$ cat src/rtl/dpram_pipe_pkg.sv
// dpram_pipe_pkg: shared types and constants for the heapsort dual-port RAM.
// Holds the sweep FSM encoding and the legal read-latency / write-mode values.
package dpram_pipe_pkg;

    typedef enum logic {
        ST_INIT = 1'b0,
        ST_RUN  = 1'b1
    } state_t;

    localparam int RD_LAT_MIN     = 1;
    localparam int RD_LAT_MAX     = 2;

    localparam int WM_WRITE_FIRST = 0;
    localparam int WM_READ_FIRST  = 1;

endpackage

$ cat src/rtl/dpram_rd_pipe.sv
// dpram_rd_pipe: per-port read output stage, one or two registers deep.
// Ports: clk, rst, en/d (read request + array data), q/qv (registered data + valid).
module dpram_rd_pipe
    import dpram_pipe_pkg::*;
#(
    parameter int DATA_WIDTH = 32,
    parameter int RD_LATENCY = RD_LAT_MIN
) (
    input  logic                  clk,
    input  logic                  rst,
    input  logic                  en,
    input  logic [DATA_WIDTH-1:0] d,
    output logic [DATA_WIDTH-1:0] q,
    output logic                  qv
);

    logic [DATA_WIDTH-1:0] d1;
    logic                  v1;

    generate
        if (RD_LATENCY == RD_LAT_MAX) begin : g_two
            always_ff @(posedge clk) begin
                if (rst) begin
                    v1 <= 1'b0;
                    d1 <= '0;
                end else begin
                    v1 <= en;
                    if (en) d1 <= d;
                end
            end
        end else begin : g_one
            assign v1 = en;
            assign d1 = d;
        end
    endgenerate

    // q only moves on a valid read so it holds its last value otherwise.
    always_ff @(posedge clk) begin
        if (rst) begin
            q  <= '0;
            qv <= 1'b0;
        end else begin
            qv <= v1;
            if (v1) q <= d1;
        end
    end

endmodule

$ cat src/rtl/dpram_pipe.sv
// dpram_pipe: true dual-port RAM with zeroing init sweep and collision tracking.
// Ports: clk, rst, data/we/re/addr per port, q/qv per port, ready, coll, coll_cnt.
module dpram_pipe
    import dpram_pipe_pkg::*;
#(
    parameter int DATA_WIDTH = 32,
    parameter int LEVEL      = 1,
    parameter int ADDR_WIDTH = 5,
    parameter int RD_LATENCY = RD_LAT_MIN,
    parameter int WRITE_MODE = WM_WRITE_FIRST
) (
    input  logic                  clk,
    input  logic                  rst,
    input  logic [DATA_WIDTH-1:0] data_a,
    input  logic [DATA_WIDTH-1:0] data_b,
    input  logic                  we_a,
    input  logic                  we_b,
    input  logic                  re_a,
    input  logic                  re_b,
    input  logic [ADDR_WIDTH-1:0] addr_a,
    input  logic [ADDR_WIDTH-1:0] addr_b,
    output logic [DATA_WIDTH-1:0] q_a,
    output logic [DATA_WIDTH-1:0] q_b,
    output logic                  qv_a,
    output logic                  qv_b,
    output logic                  ready,
    output logic                  coll,
    output logic [15:0]           coll_cnt
);

    localparam int DEPTH = 1 << LEVEL;
    localparam int IW    = (LEVEL > 0) ? LEVEL : 1;
    localparam logic [IW-1:0]         ILAST = IW'(DEPTH - 1);
    localparam logic [ADDR_WIDTH-1:0] AMASK = ADDR_WIDTH'(DEPTH - 1);

    state_t          state, state_nxt;
    logic [IW-1:0]   cnt;
    logic [IW-1:0]   ia, ib;
    logic            run, hit, wr_a, wr_b, coll_now;
    logic [DATA_WIDTH-1:0] rd_a, rd_b;

    (* ram_style = "block" *) logic [DATA_WIDTH-1:0] ram [DEPTH];

    // Upper address bits are masked off; DEPTH 1 collapses every index to 0.
    assign ia = IW'(addr_a & AMASK);
    assign ib = IW'(addr_b & AMASK);

    always_ff @(posedge clk) begin
        if (rst) begin
            state <= ST_INIT;
            cnt   <= '0;
        end else begin
            state <= state_nxt;
            if (state == ST_INIT) cnt <= cnt + 1'b1;
        end
    end

    always_comb begin
        state_nxt = state;
        unique case (state)
            ST_INIT: if (cnt == ILAST) state_nxt = ST_RUN;
            ST_RUN:  state_nxt = ST_RUN;
        endcase
    end

    assign ready    = (state == ST_RUN);
    assign run      = ready && !rst;
    assign hit      = we_a && we_b && (ia == ib);
    assign coll_now = run && hit;
    assign wr_a     = run && we_a;
    assign wr_b     = run && we_b && !hit;

    always_ff @(posedge clk) begin
        if (!rst && state == ST_INIT) begin
            ram[cnt] <= '0;
        end else begin
            if (wr_a) ram[ia] <= data_a;
            if (wr_b) ram[ib] <= data_b;
        end
    end

    // Forwarding outside the array; port A is applied last so it wins a collision.
    always_comb begin
        rd_a = ram[ia];
        rd_b = ram[ib];
        if (WRITE_MODE == WM_WRITE_FIRST) begin
            if (wr_b && ib == ia) rd_a = data_b;
            if (wr_a)             rd_a = data_a;
            if (wr_b)             rd_b = data_b;
            if (wr_a && ia == ib) rd_b = data_a;
        end
    end

    always_ff @(posedge clk) begin
        if (rst) begin
            coll     <= 1'b0;
            coll_cnt <= '0;
        end else begin
            coll <= coll_now;
            if (coll_now && coll_cnt != 16'hFFFF)
                coll_cnt <= coll_cnt + 16'd1;
        end
    end

    dpram_rd_pipe #(
        .DATA_WIDTH(DATA_WIDTH),
        .RD_LATENCY(RD_LATENCY)
    ) u_pipe_a (
        .clk(clk),
        .rst(rst),
        .en (run && re_a),
        .d  (rd_a),
        .q  (q_a),
        .qv (qv_a)
    );

    dpram_rd_pipe #(
        .DATA_WIDTH(DATA_WIDTH),
        .RD_LATENCY(RD_LATENCY)
    ) u_pipe_b (
        .clk(clk),
        .rst(rst),
        .en (run && re_b),
        .d  (rd_b),
        .q  (q_b),
        .qv (qv_b)
    );

endmodule

$ cat config.mk
export PLATFORM = sky130hd
export DESIGN_NAME = dpram_pipe
export DESIGN_NICKNAME = d
export VERILOG_FILES = /design/src/rtl/dpram_pipe_pkg.sv /design/src/rtl/dpram_rd_pipe.sv /design/src/rtl/dpram_pipe.sv
export SDC_FILE = /design/constraint.sdc
export NUM_CORES = 1
export LEC_CHECK = 0
export BUFFER_PORTS_ARGS = -buffer_cell sky130_fd_sc_hd__buf_2
export CAP_MARGIN = 20
export CORE_MARGIN = 2
export CORE_UTILIZATION = 55
export CTS_CLUSTER_DIAMETER = 30
export DETAILED_ROUTE_END_ITERATION = 6
export PLACE_DENSITY_LB_ADDON = 0.12
export SLEW_MARGIN = 5
export SYNTH_ARGS = -nofsm -noshare
export SYNTH_HDL_FRONTEND = slang
export SYNTH_SLANG_ARGS = --single-unit
export TNS_END_PERCENT = 50
$ cat constraint.sdc
create_clock -name clk -period 3.6 [get_ports clk]
set_input_delay 0.18 -clock clk [delete_from_list [all_inputs] [get_ports clk]]
set_output_delay 0.18 -clock clk [all_outputs]
set_load 0.05 [all_outputs]
# Yosys cells after proc, flatten, opt, wreduce, memory -nomap -nowiden
# Memories as Yosys holds them, arrays and structs flattened. A register that Yosys moved wholly into a read port is not among the register bits.
# Index checks and enable logic that the tools add are counted.
[classes]
add_sub_neg = 2
mul = 0
div = 0
order_cmp = 0
eq_ne = 2
n_shift = 0
muxes = 13
bitwise = 1
reduce_logical = 14
[op_table]
columns = ["cell", "count"]
rows = [
  ["$mux W32", 1],
  ["$reduce_or A32 Y1", 1],
  ["$add A16 B1 Y16 const B", 1],
  ["$ne A16 B16 Y1 const B", 1],
  ["$logic_and A1 B1 Y1", 11],
  ["$mux W1", 11],
  ["$logic_not A1 Y1", 2],
  ["$pmux W1 S2", 1],
  ["$add A1 B1 Y1 const B", 1],
  ["$eq A1 B1 Y1", 1],
  ["$not A1 Y1", 1],
]
[word_totals]
regBits = 21
latchBits = 0
ramBits = 64
romBits = 0
word_cells = 39
n_memories = 1
[mem_list]
columns = ["name", "words", "width", "rd", "rd_ports_with_merged_regs", "write_ports", "line", "rtl"]
rows = [
  ["ram", 2, 32, 2, 2, 2, "dpram_pipe.sv:42", "(* ram_style = \"block\" *) logic [DATA_WIDTH-1:0] ram [DEPTH];"],
]

# Depth between registers and ports, before layout
[logic_depth]
depth_word = 8
mapped_depth = 8

# Modules after synthesis
# A second synthesis with hierarchy kept.
[unflattened]
cells_unflattened = 836
area_unflattened_um2 = 8037.7
[by_module_without_submodules]
columns = ["module", "instances", "cells_each", "area_each_um2"]
rows = [
  ["dpram_pipe", 1, 624, 5632.9],
  ["dpram_rd_pipe", 2, 106, 1202.4],
]

# Worst setup path before layout
# OpenSTA, ideal clock, no wires.
[synth_path]
kind = "register to register"
startpoint = "reg state (netlist: ready)"
endpoint = "mem ram[1][0], enable pin"
setup_time_ps = 428
arrival_time_ps = 2579
required_time_ps = 3172
setup_slack_ps = 593
path_stages_with_launch = 4
synth_period_minus_slack_ps = 3007
path_cell_list = "dfxtp_1 buf_2 a31oi_1 o21bai_1"
[synth_lines]
columns = ["element", "line", "rtl"]
rows = [
  ["start, declared", "dpram_pipe.sv:36", "state_t state, state_nxt;"],
  ["start signal, assigned", "dpram_pipe.sv:53", "state <= state_nxt;"],
  ["end, declared", "dpram_pipe.sv:42", ""],
]

# Final worst setup path
[layout_path]
startpoint = "reg state (netlist: ready)"
endpoint = "reg u_pipe_b.q[4] (read register of ram)"
[layout_via]
elab_chain_len = 2
[layout_rtl]
columns = ["element", "line", "rtl"]
rows = [
  ["$logic_and A1 B1 Y1", "dpram_pipe.sv:67", "assign run = ready && !rst;"],
  ["$logic_and A1 B1 Y1", "dpram_pipe.sv:123", ".en (run && re_b),"],
  ["end, declared", "dpram_rd_pipe.sv:13", "output logic [DATA_WIDTH-1:0] q,"],
]
# No other way between the ends.
# A chain may end at the register's enable or synchronous reset.

==> metrics.cfg <==
[logic_synthesis]
ys_types=52
ys.flop_type=dfxtp_1
async_flop_share_pct=0
synthesis.nets=880
synth_edf_count=64
synth_area_um2=7770
synthCells=799
synth_area_leaders=edfxtp_1 25%, dfxtp_1 22%, mux2i_1 8.2%
yosys_warnings=0
yosys.area.top_type=edfxtp_1
avgSynthCellArea_um2=9.72
ys_seq_area_share_pct=46.7
synth_seq_cells=149
netlist.area_leader.share_pct=24.7

[worst_setup_path]
cp_slowest_stage_delay_ps=820
crit_family=simple AND/OR/NAND/NOR gates
crit_cells=4
r2r_end=u_pipe_b.q[4]$_SDFFE_PP0P_
worst_setup_path_start_kind=flop
cp-endpoint=u_pipe_b.q[4]$_SDFFE_PP0P_
required_ps=3970
critPathKind=reg2reg
worst-path-buf-inv=0
cp.arrival_ps=2870
end_kind=flop
worst_r2r_path_depth=4
crit_path_start=ready$_SDFF_PP0_
timing.rr.start=ready$_SDFF_PP0_
slowest_stage=and3_2
crit_chain=nand3b_1 -> a21oi_1 -> and3_2 -> a221o_1
cp_max_fo=32
r2r_setup_slack_ps=1090

[global_routing]
grt-ovfl-total=0
grt_max_degree=65
grt_pass1_wl_um=34300
antenna_found_initial=2
grt_pass1_vias=6665
gr-usage-all-layers_pct=29.8

[timing]
setup_tns_ps=0
finalCritPeriodShare_pct=69.6
rsz0062_at_grt=no
skew_ps=5.65
setup_viol=0
worstMarginPinSlew_ps=1070
setup_ws_ps=1090
maxSlewViolCount=0
hold_viol=0
max_freq_mhz=399
slew_headroom_pct=28.2
fin_crit_ps=2510

[routing]
met2_length_um=10900
drtPass1Iterations=7
avgRoutedWirePerCell_um=20.5
met1Wirelength_um=9550
ant_nets=0
dr.max_layer_used=met4
vias=7030
drc=0
via_per_inst=6.32
route.met3.wl_um=1860
drt_iter0_markers=676
wl_um=22800

[hold_path]
hp-class=in2reg

[clock_network]
cts_buffers=17
clk_latency_ps=430
cts_tree=built
cts-resized-gates=0
cts_root_buf=clkbuf_16
path_clk_slew_ps=60
clock_sinks=149
cts-htree-levels=4
post_cts_buffers=0
postCtsHoldBufs=0
max-clock-path-buffers=2

[cells_and_area]
area_delta_synth_final_pct=18.4
nets=998
drive_gt1_share_pct=26.2
final_cells=1112
fillers=1144
design_area_um2=9200

[placed_design]
io_buffers=155
hpwl_um=13400
dp.cells=1078
place_ws_ps=1010
placed_cell_area_um2=8590
place_congestion=0.834

[power_and_ir_drop]
sw_frac_of_total_pct=27.6
p_leak_nw=3.59
power_frac_clock_pct=40.2
p_sw_w=0.00124
power_density_nw_per_um2=490
internal-power_w=0.00326
seq_power_share_pct=43.2
power.share.combinational_pct=16.6
max-vdd-ir-drop_mv=0.321
power_w=0.00450

[die]
core_um2=13800
die-area_um2=15100
initial_core_util_pct=56.2
row_count=43
ios=164
die_w_um=123
die_h_um=123

[run_status]
status=finished clean

[run]
drv_cap=0

==> layout make-up <==
| type | instances | area (µm²) | share of cell area (%) |
|---|---|---|---|
| clock inverters | 2 | 60.1 | 0.653 |
| diodes | 2 | 5.00 | 0.0544 |
| clock buffers | 30 | 536 | 5.82 |
| well taps | 180 | 225 | 2.45 |
| multi-input cells | 561 | 3780 | 41.1 |
| inverters | 18 | 67.6 | 0.735 |
| repair buffers | 170 | 901 | 9.80 |
| flip-flops and latches | 149 | 3620 | 39.4 |
==> kinds of logic (layout without fill, tap and decap cells) <==
group / after synthesis / count (layout) / share of synthesized area [%]
adders and majority gates: 1 / 1 / 0.161
and+or+nand+nor: 218 / 218 / 14.0
buffers and inverters: 89 / 220 / 5.49
DFF: 149 / 149 / 46.7
other: 0 / 2 / 0
xor gates and xnor gates: 3 / 3 / 0.580
AOI/OAI and AO/OA: 240 / 240 / 19.8
muxes: 99 / 99 / 13.3
==> registers in the layout, indices dropped and copies added, names as in the netlist <==
| name | cells |
|---|---|
| cnt | 1 |
| coll | 1 |
| coll_cnt | 16 |
| ram | 64 |
| ready | 1 |
| u_pipe_a.q | 32 |
| u_pipe_a.qv | 1 |
| u_pipe_b.q | 32 |
| u_pipe_b.qv | 1 |
==> cell usage in the layout, fill, tap and decap left out, types with 3 or more instances in the layout <==
cell type and n:
nand4_1 5, or4_1 8, nand3b_1 3, o22ai_1 3, o21ai_0 102, a21oi_1 32
edfxtp_1 64, dfxtp_1 85, nor3_1 24, clkbuf_8 4, mux2_2 34, a31oi_1 13
o31ai_1 18, and2_1 34, nand2_1 107, a311oi_1 22, clkbuf_16 18, nand3_1 6
nor2_1 6, nor2b_1 6, a221o_1 32, mux2i_1 64, buf_4 14, and4_1 3
nor4_1 3, o21ai_1 7, inv_1 18, clkbuf_1 8, buf_2 155
==> per-stage QoR <==
stage	util (%)	hold slack, ps
6_report	66.5	20.8
5_1_grt	66.5	22.8
4_1_cts	66.5	14.1
3_5_place_dp	62.2	457
3_3_place_gp	62.0	455
2_1_floorplan	-	291
==> worst min path at each step <==
stage	cells after the start	endpoint	slack [ps]	start
4_1_cts	2	u_pipe_b.q[17]$_SDFFE_PP0P_	10	data_b[17]
5_1_grt	2	u_pipe_b.q[1]$_SDFFE_PP0P_	20	data_b[1]
6_report	2	u_pipe_b.q[17]$_SDFFE_PP0P_	20	data_b[17]
3_3_place_gp	2	u_pipe_b.q[7]$_SDFFE_PP0P_	450	data_b[7]
3_5_place_dp	2	u_pipe_b.q[17]$_SDFFE_PP0P_	460	data_b[17]
2_1_floorplan	2	u_pipe_b.qv$_SDFF_PP0_	290	re_b
==> metal layers <==
metal | up-vias | track usage, %
met1 | 3401 | 38.0
li1 | 3235 | -
met3 | 50 | 7.02
met4 | 0 | 12.1
met5 | - | 0
met2 | 344 | 48.7
==> power groups by stage <==
stage / Combinational [W] / Sequential, W / Clock [W]
3_5_place_dp: 0.000741 / 0.00198 / 0
2_1_floorplan: 0.000354 / 0.00213 / 0
6_report: 0.000749 / 0.00195 / 0.00181
5_1_grt: 0.000793 / 0.00196 / 0.00189
3_3_place_gp: 0.000724 / 0.00197 / 0
4_1_cts: 0.000744 / 0.00194 / 0.00182
==> Yosys cell counts (all sizes together) (24+ instances only) <==
cell type  number
o21ai         109
clkbuf         39
mux2i          64
a221o          32
nor3           24
mux2           35
buf            32
edfxtp         64
and2           35
a21oi          33
dfxtp          85
nand2         107
(Power assumes the default switching activity.)
